--- config.mk ---
export PLATFORM = sky130hd
export DESIGN_NAME = riscv32_mem_arbiter
export DESIGN_NICKNAME = d
export VERILOG_FILES = /design/src/rtl/riscv32_mem_arbiter.sv
export SDC_FILE = /design/constraint.sdc
export NUM_CORES = 1
export LEC_CHECK = 0
export CORE_ASPECT_RATIO = 1.25
export CORE_MARGIN = 1
export CORE_UTILIZATION = 33
export CTS_CLUSTER_DIAMETER = 50
export DETAILED_ROUTE_END_ITERATION = 6
export PLACE_DENSITY = 0.78
export SLEW_MARGIN = 20
export SYNTH_ARGS = -nofsm -noshare
export SYNTH_HDL_FRONTEND = slang
export SYNTH_SLANG_ARGS = --single-unit
export TNS_END_PERCENT = 5
--- constraint.sdc ---
create_clock -name clk -period 2 [get_ports clk]
set_input_delay 0.4 -clock clk [delete_from_list [all_inputs] [get_ports clk]]
set_output_delay 0.4 -clock clk [all_outputs]
set_load 0.05 [all_outputs]
--- src/rtl/riscv32_mem_arbiter.sv ---
// Two-port (instruction fetch / data) arbiter in front of a single memory port.
// One transaction in flight; data wins unless fetch has been starved STARVE_MAX times.
module riscv32_mem_arbiter #(
  parameter int ADDR_W     = 32,
  parameter int DATA_W     = 32,
  parameter int STARVE_MAX = 4
) (
  input  logic                clk,
  input  logic                reset,
  input  logic                if_req,
  input  logic [ADDR_W-1:0]   if_addr,
  output logic                if_gnt,
  output logic                if_rvalid,
  output logic [DATA_W-1:0]   if_rdata,
  input  logic                d_req,
  input  logic                d_we,
  input  logic [DATA_W/8-1:0] d_be,
  input  logic [ADDR_W-1:0]   d_addr,
  input  logic [DATA_W-1:0]   d_wdata,
  output logic                d_gnt,
  output logic                d_rvalid,
  output logic [DATA_W-1:0]   d_rdata,
  output logic                mem_req,
  output logic                mem_we,
  output logic [DATA_W/8-1:0] mem_be,
  output logic [ADDR_W-1:0]   mem_addr,
  output logic [DATA_W-1:0]   mem_wdata,
  input  logic                mem_gnt,
  input  logic                mem_rvalid,
  input  logic [DATA_W-1:0]   mem_rdata,
  output logic                busy
);
  localparam int BE_W  = DATA_W / 8;
  localparam int CNT_W = $clog2(STARVE_MAX + 1);
  localparam logic [CNT_W-1:0] STARVE_LIM = CNT_W'(STARVE_MAX);

  typedef enum logic [1:0] {IDLE, LOCK, WAIT} state_e;

  state_e              state_q;
  logic                own_d_q;   // 1: data port owns the current transaction
  logic [CNT_W-1:0]    starve_q, starve_d;
  logic                lk_we_q;
  logic [BE_W-1:0]     lk_be_q;
  logic [ADDR_W-1:0]   lk_addr_q;
  logic [DATA_W-1:0]   lk_wdata_q;

  logic                any_req, win_d, sel_d, gnt_ev, rsp_ev;
  logic                win_we;
  logic [BE_W-1:0]     win_be;
  logic [ADDR_W-1:0]   win_addr;
  logic [DATA_W-1:0]   win_wdata;

  assign any_req = if_req | d_req;
  assign win_d   = d_req & ~(if_req & (starve_q == STARVE_LIM));

  // Fetch is always a full-word read
  always_comb begin
    win_we    = 1'b0;
    win_be    = '1;
    win_addr  = if_addr;
    win_wdata = '0;
    if (win_d) begin
      win_we    = d_we;
      win_be    = d_be;
      win_addr  = d_addr;
      win_wdata = d_wdata;
    end
  end

  // In LOCK the latched copy is driven so late requester changes cannot leak out
  always_comb begin
    mem_req   = 1'b0;
    mem_we    = 1'b0;
    mem_be    = '0;
    mem_addr  = '0;
    mem_wdata = '0;
    if (!reset) begin
      if (state_q == IDLE && any_req) begin
        mem_req   = 1'b1;
        mem_we    = win_we;
        mem_be    = win_be;
        mem_addr  = win_addr;
        mem_wdata = win_wdata;
      end else if (state_q == LOCK) begin
        mem_req   = 1'b1;
        mem_we    = lk_we_q;
        mem_be    = lk_be_q;
        mem_addr  = lk_addr_q;
        mem_wdata = lk_wdata_q;
      end
    end
  end

  assign sel_d  = (state_q == IDLE) ? win_d : own_d_q;
  assign gnt_ev = mem_req & mem_gnt;
  assign if_gnt = gnt_ev & ~sel_d;
  assign d_gnt  = gnt_ev & sel_d;

  // Responses outside WAIT are stale or spurious and are dropped
  assign rsp_ev    = ~reset & (state_q == WAIT) & mem_rvalid;
  assign if_rvalid = rsp_ev & ~own_d_q;
  assign d_rvalid  = rsp_ev & own_d_q;
  assign if_rdata  = reset ? '0 : mem_rdata;
  assign d_rdata   = reset ? '0 : mem_rdata;
  assign busy      = ~reset & (state_q != IDLE);

  always_comb begin
    starve_d = starve_q;
    if (gnt_ev) begin
      if (!sel_d)
        starve_d = '0;
      else if (if_req && starve_q != STARVE_LIM)
        starve_d = starve_q + CNT_W'(1);
    end
  end

  always_ff @(posedge clk) begin
    if (reset) begin
      state_q    <= IDLE;
      own_d_q    <= 1'b0;
      starve_q   <= '0;
      lk_we_q    <= 1'b0;
      lk_be_q    <= '0;
      lk_addr_q  <= '0;
      lk_wdata_q <= '0;
    end else begin
      starve_q <= starve_d;
      case (state_q)
        IDLE: if (any_req) begin
          own_d_q    <= win_d;
          lk_we_q    <= win_we;
          lk_be_q    <= win_be;
          lk_addr_q  <= win_addr;
          lk_wdata_q <= win_wdata;
          state_q    <= mem_gnt ? WAIT : LOCK;
        end
        LOCK: if (mem_gnt) state_q <= WAIT;
        WAIT: if (mem_rvalid) state_q <= IDLE;
        default: state_q <= IDLE;
      endcase
    end
  end
endmodule

# Word-level counts from Yosys, hierarchy flattened
# Cells that the tools add are included.
[op_classes]
add_sub_neg = 1
bitwise_logic = 15
n_mux = 28
n_eq_ne = 8
reduce_logical = 7
[ops]
columns = ["operator", "n"]
rows = [
  ["32-bit 2-to-1 mux", 9],
  ["4-bit 2-to-1 mux", 4],
  ["1-bit bitwise AND", 10],
  ["1-bit 2-to-1 mux", 8],
  ["2-bit 2-to-1 mux", 4],
  ["3-bit 2-to-1 mux", 2],
  ["2-bit inequality test (second input constant)", 3],
  ["2-bit one-hot mux with 3 select lines", 1],
  ["1-bit inverter", 4],
  ["2-bit AND reduction", 2],
  ["3-bit by 1-bit adder with 3-bit output (second input constant)", 1],
  ["3-bit == test (second input constant)", 1],
  ["3-bit inequality test (second input constant)", 1],
  ["3-bit AND reduction", 1],
  ["2-bit by 1-bit == test with 1-bit output (second input constant)", 1],
  ["2-bit == test (second input constant)", 1],
  ["1-bit logical AND", 2],
  ["2-bit zero test", 1],
  ["2-bit by 1-bit inequality test with 1-bit output (second input constant)", 1],
  ["2-bit nonzero test", 1],
  ["1-bit bitwise OR", 1],
]
[totals]
elab_cells = 66
out_inout_bits = 139
register_bits = 75

# Logic depth before layout (Yosys ltp)
# Gate-level depths: netlist of the first run.
[logic_depth]
ltp_word = 7
depth_mapped = 8
mapped_depth_nobuf = 6

# Worst setup path after synthesis of the first run
# OpenSTA, ideal clock, no wires.
[synth_path]
kind = "input port to output port"
start = "in reset"
end = "out d_rvalid"
path_stages = 4
n_path_buf = 3
setup_slack_ns = -1.022
arrival_ns = 2.622
required_ns = 1.600
cell_sequence = "clkbuf_1 -> clkbuf_1 -> clkbuf_1 -> nor4b_1"
[synth_via]
elab_chain_len = 4
[synth_lines]
columns = ["item", "line", "source"]
rows = [
  ["start, declared", "9", "input logic reset,"],
  ["1-bit inverter", "100", "assign rsp_ev = ~reset & (state_q == WAIT) & mem_rvalid;"],
  ["1-bit bitwise AND (2 in series)", "100", ""],
  ["1-bit bitwise AND", "102", "assign d_rvalid = rsp_ev & own_d_q;"],
  ["end, declared", "21", "output logic d_rvalid,"],
]
# Every way passes these cells.

# Final worst setup path of the first run
[layout_path]
start = "reg starve_q[1]"
end = "out mem_wdata[4]"
[layout_via]
elab_chain_len = 7
[layout_lines]
columns = ["item", "line", "source"]
rows = [
  ["start, declared", "41", "logic [CNT_W-1:0] starve_q, starve_d;"],
  ["start signal, assigned", "127", "starve_q <= starve_d;"],
  ["3-bit == test", "54", "assign win_d = d_req & ~(if_req & (starve_q == STARVE_LIM));"],
  ["1-bit bitwise AND", "54", ""],
  ["1-bit inverter", "54", ""],
  ["1-bit bitwise AND", "54", ""],
  ["32-bit 2-to-1 mux", "62", "if (win_d) begin"],
  ["32-bit 2-to-1 mux", "78", "if (state_q == IDLE && any_req) begin"],
  ["32-bit 2-to-1 mux", "77", "if (!reset) begin"],
  ["end, declared", "27", "output logic [DATA_W-1:0] mem_wdata,"],
]
# Every way passes these cells.

==> results of run 1 <==
==> timing repair <==
action | 4_1_cts | 5_1_grt
setup endpoints to repair | 72 | 71
endpoints found under the hold margin | 0 | 0
resized for setup | 33 | 37
pin swaps | 11 | 7
gates cloned | 1 | 0
setup buffers | 7 | 2
==> cells in the mapped netlist <==
| library cell | n | area [um2] |
|---|---|---|
| a31o_2 | 1 | 8.76 |
| o32ai_1 | 1 | 8.76 |
| buf_4 | 32 | 240 |
| o32a_1 | 1 | 10.0 |
| nor2b_1 | 34 | 213 |
| or3b_4 | 1 | 11.3 |
| nor4_1 | 2 | 12.5 |
| nor3_1 | 2 | 10.0 |
| or3_1 | 1 | 6.26 |
| buf_6 | 5 | 56.3 |
| clkbuf_1 | 35 | 131 |
| o21a_1 | 2 | 15.0 |
| o21ai_1 | 6 | 30.0 |
| nor4b_1 | 1 | 8.76 |
| a32oi_1 | 1 | 8.76 |
| nand2b_1 | 5 | 31.3 |
| nand4b_1 | 1 | 8.76 |
| nor2_1 | 39 | 146 |
| nand2_1 | 141 | 529 |
| o22ai_2 | 1 | 12.5 |
| a21oi_1 | 76 | 380 |
| nor3b_1 | 1 | 7.51 |
| mux2i_1 | 32 | 320 |
| ha_1 | 2 | 25.0 |
| nor2_2 | 1 | 6.26 |
| o21ai_0 | 33 | 165 |
| a211oi_1 | 32 | 240 |
| dfxtp_1 | 75 | 1500 |
| buf_2 | 8 | 40.0 |
| and3_2 | 1 | 7.51 |
| inv_1 | 5 | 18.8 |
==> cell type report <==
class                           instances  area share (%)
Timing Repair Buffer                  389            48.2
Clock buffer                           11            2.43
Inverter                                5           0.188
Tap cell                              164            2.06
Multi-Input combinational cell        418            31.0
Sequential cell                        75            15.1
Clock inverter                          4           0.991
==> worst max-delay path by stage <==
stage	slack (ps)	depth (start not counted)	to
floorplan	-220	4	if_rdata[10]
global placement	-520	8	mem_addr[17]
detailed placement	-510	7	mem_wdata[12]
CTS	-470	11	mem_wdata[29]
global route	-550	10	mem_wdata[4]
finish	-480	10	mem_wdata[4]
==> layer usage <==
| layer | global-route usage (%) | vias up |
|---|---|---|
| li1 | - | 2559 |
| met1 | 25.3 | 2448 |
| met2 | 49.3 | 270 |
| met3 | 7.80 | 48 |
| met4 | 11.4 | 0 |
| met5 | 0 | - |
==> worst reg2reg max path: cells and delay by family (launching register included) <==
kind / cells / cell delay [ps]
and+or+nand+nor: 2 / 800
DFF: 1 / 330
AOI/OAI and AO/OA: 2 / 320
buffers and inverters: 2 / 290
==> through the flow <==
stage               hold WS, ps  instances  area, um2
floorplan                   437        578       4800
global placement            440       1042       9240
detailed placement          447       1042       9240
CTS                         455       1065       9790
global route                476       1066       9970
finish                      453       1066       9970
==> cells by family (layout without fill, tap and decap cells) <==
group,count (synthesis),after routing
and+or+nand+nor,230,230
adders and majority gates,2,2
buffers and inverters,85,409
DFF,75,75
AOI/OAI and AO/OA,154,154
muxes,32,32
==> report_power, final <==
group	switching [uW]	internal, uW	leakage (uW)	total [uW]
clock network	591	1250	0.000166	1840
logic	1360	1250	0.00313	2600
registers	68.8	1620	0.000621	1690
total	2020	4120	0.00391	6130
==> registers in the layout, summed over array words and instances (netlist names) <==
| register | cells |
|---|---|
| lk_addr_q | 32 |
| lk_be_q | 4 |
| lk_wdata_q | 32 |
| lk_we_q | 1 |
| own_d_q | 1 |
| starve_q | 3 |
| state_q | 2 |
==> impl_metrics.json, run 1 <==
{
  "fin_ws_ps": -477,
  "syn_inst": 578,
  "drc": 0,
  "initial_core_util_pct": 34.3,
  "violations": "negative setup slack",
  "critPathBufInv": 5,
  "fp.coreArea_um2": 12300,
  "finalSetupViolCount": 71,
  "worst_pin_slew_ps": 511,
  "routed_wl_mm": 18.1,
  "clock_path_buffers": 2,
  "r2r_start": "state_q[0]",
  "hold_path_end": "lk_we_q",
  "cpMostUsedCell": "buf_12",
  "maxCapViolCount": 0,
  "hold_buffers": 0,
  "hold_viol": 0,
  "final.setup.tns_ps": -25390,
  "ys_seq_area_share_pct": 35.7,
  "synth-simple-area-share_pct": 23.7,
  "port-buffer-count": 277,
  "crit_chain": "inv_2 -> ha_4 -> and3_4 -> buf_6 -> nor2_4 -> buf_4 -> buf_12 -> nand2_1 -> a21oi_2 -> buf_12",
  "root_buffer": "clkbuf_16",
  "dp_slack_ps": -513,
  "ir_drop_v": 0.000456,
  "synthAdderAreaFrac_pct": 0.594,
  "outcome": "finished, violations left",
  "overflow": 0,
  "numCtsBuffers": 9,
  "rsz0062_at_grt": "true",
  "finalClockSkew_ps": 9.96,
  "rows": 45,
  "syn-cell-area_um2": 4210,
  "seqCellArea_um2": 1510,
  "critPathCaptureType": "output pin",
  "synth_cell_types": 31,
  "fin_util_pct": 81.2,
  "worstSetupPathType": "reg -> out",
  "crit_required_ps": 1600,
  "drive_gt1_share_pct": 43.3,
  "clock_latency_ps": 330,
  "num_vias": 5325,
  "start_kind": "register",
  "nets": 1039,
  "cts.reportedPaths.clkPinSlew_ps": 60,
  "p_per_area_nw_per_um2": 615,
  "worstHoldStart": "lk_we_q",
  "dr.pass1.iters": 4,
  "fill_cells": 714,
  "crit_family": "buffers and inverters",
  "place_hpwl_mm": 13.6,
  "wire_per_inst_um": 17.0,
  "ys_seq_elements": 75,
  "syn-num-nets": 719,
  "reg2reg_depth": 6,
  "fin_crit_sh_pct": 124,
  "fmax_mhz": 404,
  "die_area_um2": 13200,
  "die_h_um": 128,
  "power.leakage_uw": 0.00391,
  "ant_nets": 0,
  "grtUsageTotal_pct": 26.0,
  "rr_endpoint": "starve_q[1]",
  "gp_congestion": 0.821,
  "cp-startpoint": "starve_q[1]",
  "drt-met1-wl_mm": 6.14,
  "layout_commonest_cell": "clkdlybuf4s50_1",
  "top_layer": "met4",
  "syn_avg_cell_area_um2": 7.29,
  "grt_max_degree": 51,
  "max-slew-margin-rel_pct": 65.6,
  "antenna_cells": 0,
  "cts_tree": "yes",
  "critPathMaxStageDelay_ps": 340,
  "antenna_found_initial": 0,
  "arrival_ps": 2080,
  "worst_path_max_delay_cell": "dfxtp_2",
  "total_power_uw": 6130,
  "routed_via_density": 5.00,
  "holdPathStages": 2,
  "synth_top_family_by_area": "simple AND/OR/NAND/NOR gates",
  "clkSinkCount": 75,
  "path_max_fanout": 17,
  "route.met2.wl_mm": 9.74,
  "grt_pass1_vias": 5465,
  "synthMuxAreaShare_pct": 7.61,
  "slew_violations": 0,
  "yosysWarnings": 0,
  "syn_to_final_growth_pct": 137,
  "ios": 278,
  "multi_input_area_um2": 3090,
  "final_cell_mix": "135 x clkdlybuf4s50_1, 126 x buf_4, 124 x nand2_1, 123 x buf_12, 71 x dfxtp_1",
  "synthXorXnorAreaFrac_pct": 0,
  "initialDrtViolationCount": 156,
  "rrSetupSlack_ps": 160,
  "min-delay-path-class": "reg -> reg",
  "wl_met3_mm": 1.56,
  "die_x_um": 103,
  "cts_max_level": 3,
  "grt_pass1_wl_mm": 26.4,
  "fin_crit_ps": 2480,
  "synth_compound_area_share_pct": 20.9
}
No activity file was read; power rests on OpenSTA's default activity.
==> run 2: changes to the inputs <==
--- a/config.mk
+++ b/config.mk
@@ -5,12 +5,13 @@
 export SDC_FILE = /design/constraint.sdc
 export NUM_CORES = 1
 export LEC_CHECK = 0
+export ABC_AREA = 1
 export CORE_ASPECT_RATIO = 1.25
 export CORE_MARGIN = 1
-export CORE_UTILIZATION = 33
+export CORE_UTILIZATION = 34
 export CTS_CLUSTER_DIAMETER = 50
 export DETAILED_ROUTE_END_ITERATION = 6
-export PLACE_DENSITY = 0.78
+export PLACE_DENSITY = 0.79
 export SLEW_MARGIN = 20
 export SYNTH_ARGS = -nofsm -noshare
 export SYNTH_HDL_FRONTEND = slang
==> run 2 against run 1 <==
Net effect:
- the run still ends with negative setup slack left
- non-clock buffer count shrank 27
- core utilization shrank 5.2 points
- via count grew 5.1%
- die area grew 0.31%
- sequential cell count is the same
- critical path type unchanged
- critical endpoint is now mem_wdata[18]
- largest cell class unchanged
==> impl_metrics.json, run 2 <==
{
  "outcome": "finished, violations left",
  "violations": "negative setup slack",
  "fmax_mhz": 427,
  "syn-num-nets": 831,
  "antenna_found_initial": 2,
  "finalSetupViolCount": 72,
  "fin_util_pct": 76.0,
  "antenna_cells": 0,
  "grtUsageTotal_pct": 25.1,
  "yosysMostFrequentCell": "nand2_1",
  "fin_ws_ps": -340,
  "port-buffer-count": 277,
  "ios": 278,
  "grt_max_degree": 56,
  "final_cell_mix": "169 x nand2_1, 135 x clkdlybuf4s50_1, 130 x buf_4, 82 x buf_12, 73 x dfxtp_1",
  "grt_pass1_wl_mm": 25.5,
  "critPathCaptureType": "output pin",
  "yosysTopAreaCellShare_pct": 34.5,
  "ant_nets": 0,
  "fin_crit_sh_pct": 117,
  "place_hpwl_mm": 12.2,
  "arrival_ps": 1940,
  "reg.largest.list": "lk_addr_q x32, lk_wdata_q x32, lk_be_q x4",
  "path_max_fanout": 6,
  "design_area_um2": 9380,
  "start_kind": "register",
  "clkSinkCount": 75,
  "placed_cell_area_um2": 8300,
  "drc": 0,
  "slew_violations": 0,
  "rows": 45,
  "ir_drop_v": 0.000395,
  "yosys-top-cells-count": "186 x nand2_1, 141 x a21oi_1, 107 x nor2_1, 75 x dfxtp_1, 44 x inv_1",
  "routed_wl_mm": 17.7,
  "crit_required_ps": 1600,
  "max-slew-margin-rel_pct": 70.9,
  "power.leakage_uw": 0.00377,
  "routed_via_density": 4.85,
  "rsz0062_at_grt": "true",
  "nets": 1125,
  "synth_enable_flop_cells": 0,
  "maxCapViolCount": 0,
  "cts.reportedPaths.clkPinSlew_ps": 60,
  "die_x_um": 103,
  "gp_congestion": 0.798,
  "synth_cell_types": 24,
  "cts_max_level": 3,
  "p_per_area_nw_per_um2": 656,
  "syn_to_final_growth_pct": 115,
  "worst_pin_slew_ps": 436,
  "worstSetupPathType": "reg -> out",
  "dr.pass1.iters": 5,
  "wire_per_inst_um": 15.4,
  "yosysTopAreaCell": "dfxtp_1",
  "ys_seq_area_share_pct": 34.5,
  "ys_async_sr_fraction_pct": 0,
  "total_power_uw": 6150,
  "die_h_um": 129,
  "clock_path_buffers": 2,
  "ys_seq_elements": 75,
  "clock_latency_ps": 340,
  "numCtsBuffers": 9,
  "initialDrtViolationCount": 172,
  "yosysWarnings": 0,
  "syn_avg_cell_area_um2": 6.31,
  "num_vias": 5594,
  "overflow": 0,
  "syn_inst": 690,
  "root_buffer": "clkbuf_16",
  "hold_viol": 0,
  "initial_core_util_pct": 35.3,
  "min-delay-path-class": "in -> reg",
  "finalClockSkew_ps": 8.55,
  "syn-cell-area_um2": 4350,
  "synth_area_leaders": "dfxtp_1 34%, a21oi_1 16%, nand2_1 16%",
  "cts_tree": "yes",
  "die_area_um2": 13300,
  "layout_commonest_cell": "nand2_1",
  "postSynth.topFlopCell": "dfxtp_1",
  "grt_pass1_vias": 5128,
  "fp.coreArea_um2": 12300,
  "drive_gt1_share_pct": 40.3,
  "fin_crit_ps": 2340
}
==> run 2: cell count changes in the layout (fill, tap and decap cells not counted), sizes merged, moves of 4 or more <==
cell	change
nor2	+69
a21oi	+66
nand2	+48
inv	+41
nor2b	-34
mux2i	-32
a211oi	-31
buf	-31
nand3	+7
nand2b	-5
clkbuf	+4
==> run 2: worst max-delay path, stage by stage, from the launching register on <==
cell       delay (ps)
dfxtp_2           340
inv_2              50
ha_4              170
nand3_4           110
buf_6             120
nand3_4           100
clkinv_8          110
clkbuf_16         150
nand2_1            80
a21oi_2           190
buf_12            160
==> run 2: layer usage <==
layer / share of wire (%) / track usage [%] / vias up
li1: - / - / 2740
met1: 36 / 25.7 / 2564
met2: 50 / 44.6 / 230
met3: 8.3 / 8.15 / 58
met4: 4.9 / 13.5 / 2
met5: 0.073 / 0 / -
==> run 2: path summary, 6_finish.rpt <==
kind / from / endpoint / slack (ps) / cells after the start
worst max-delay path: starve_q[0] / mem_wdata[18] / -340 / 10
worst min-delay path: reset / lk_addr_q[5] / 410 / 2
worst max register to register: starve_q[0] / lk_addr_q[30] / -260 / 17
worst min register to register: lk_addr_q[24] / lk_addr_q[24] / 460 / 2
==> run 2: stage by stage <==
step	setup slack (ps)	setup TNS, ps	hold slack [ps]	std cells
after floorplan	-243	-10000	443	690
after global placement	-374	-22750	451	1117
after detailed placement	-387	-24740	453	1117
after CTS	-309	-18440	391	1146
after global routing	-433	-25710	408	1153
final	-340	-20390	407	1153
==> run 2: timing repair <==
| action | 4_1_cts | 5_1_grt |
|---|---|---|
| gates resized for setup | 44 | 74 |
| pin swaps | 9 | 28 |
| hold buffers | 0 | 0 |
| setup endpoints to repair | 71 | 73 |
| buffers inserted | 11 | 2 |
| gates cloned | 2 | 5 |
==> run 2: kinds of logic (layout without fill, tap and decap cells) <==
logic type      after synthesis  in the layout  share of synthesized area, %
fa+ha+maj                     2              2                         0.575
buf+inv                     127            426                          16.3
simple gates                306            306                          27.8
compound gates              180            180                          20.8
flops                        75             75                          34.5
==> run 2: where the power goes <==
group          internal (uW)  switching [uW]
Clock                   1340             639
Sequential              1610            59.2
Combinational           1130            1370
==> run 2: layout make-up <==
class | count | area, um2
Multi-Input combinational cell | 488 | 2890
Sequential cell | 75 | 1500
Clock inverter | 5 | 125
Tap cell | 164 | 205
Fill cell | 822 | 2950
Inverter | 48 | 205
Clock buffer | 11 | 233
Timing Repair Buffer | 362 | 4210
==> run 3: changes to the inputs <==
--- a/config.mk
+++ b/config.mk
@@ -11,6 +11,7 @@
 export CORE_UTILIZATION = 34
 export CTS_CLUSTER_DIAMETER = 50
 export DETAILED_ROUTE_END_ITERATION = 6
+export GPL_TIMING_DRIVEN = 1
 export PLACE_DENSITY = 0.79
 export SLEW_MARGIN = 20
 export SYNTH_ARGS = -nofsm -noshare
==> results of run 3 <==
No change in the layout: final DEF, timing and power equal those of run 2.
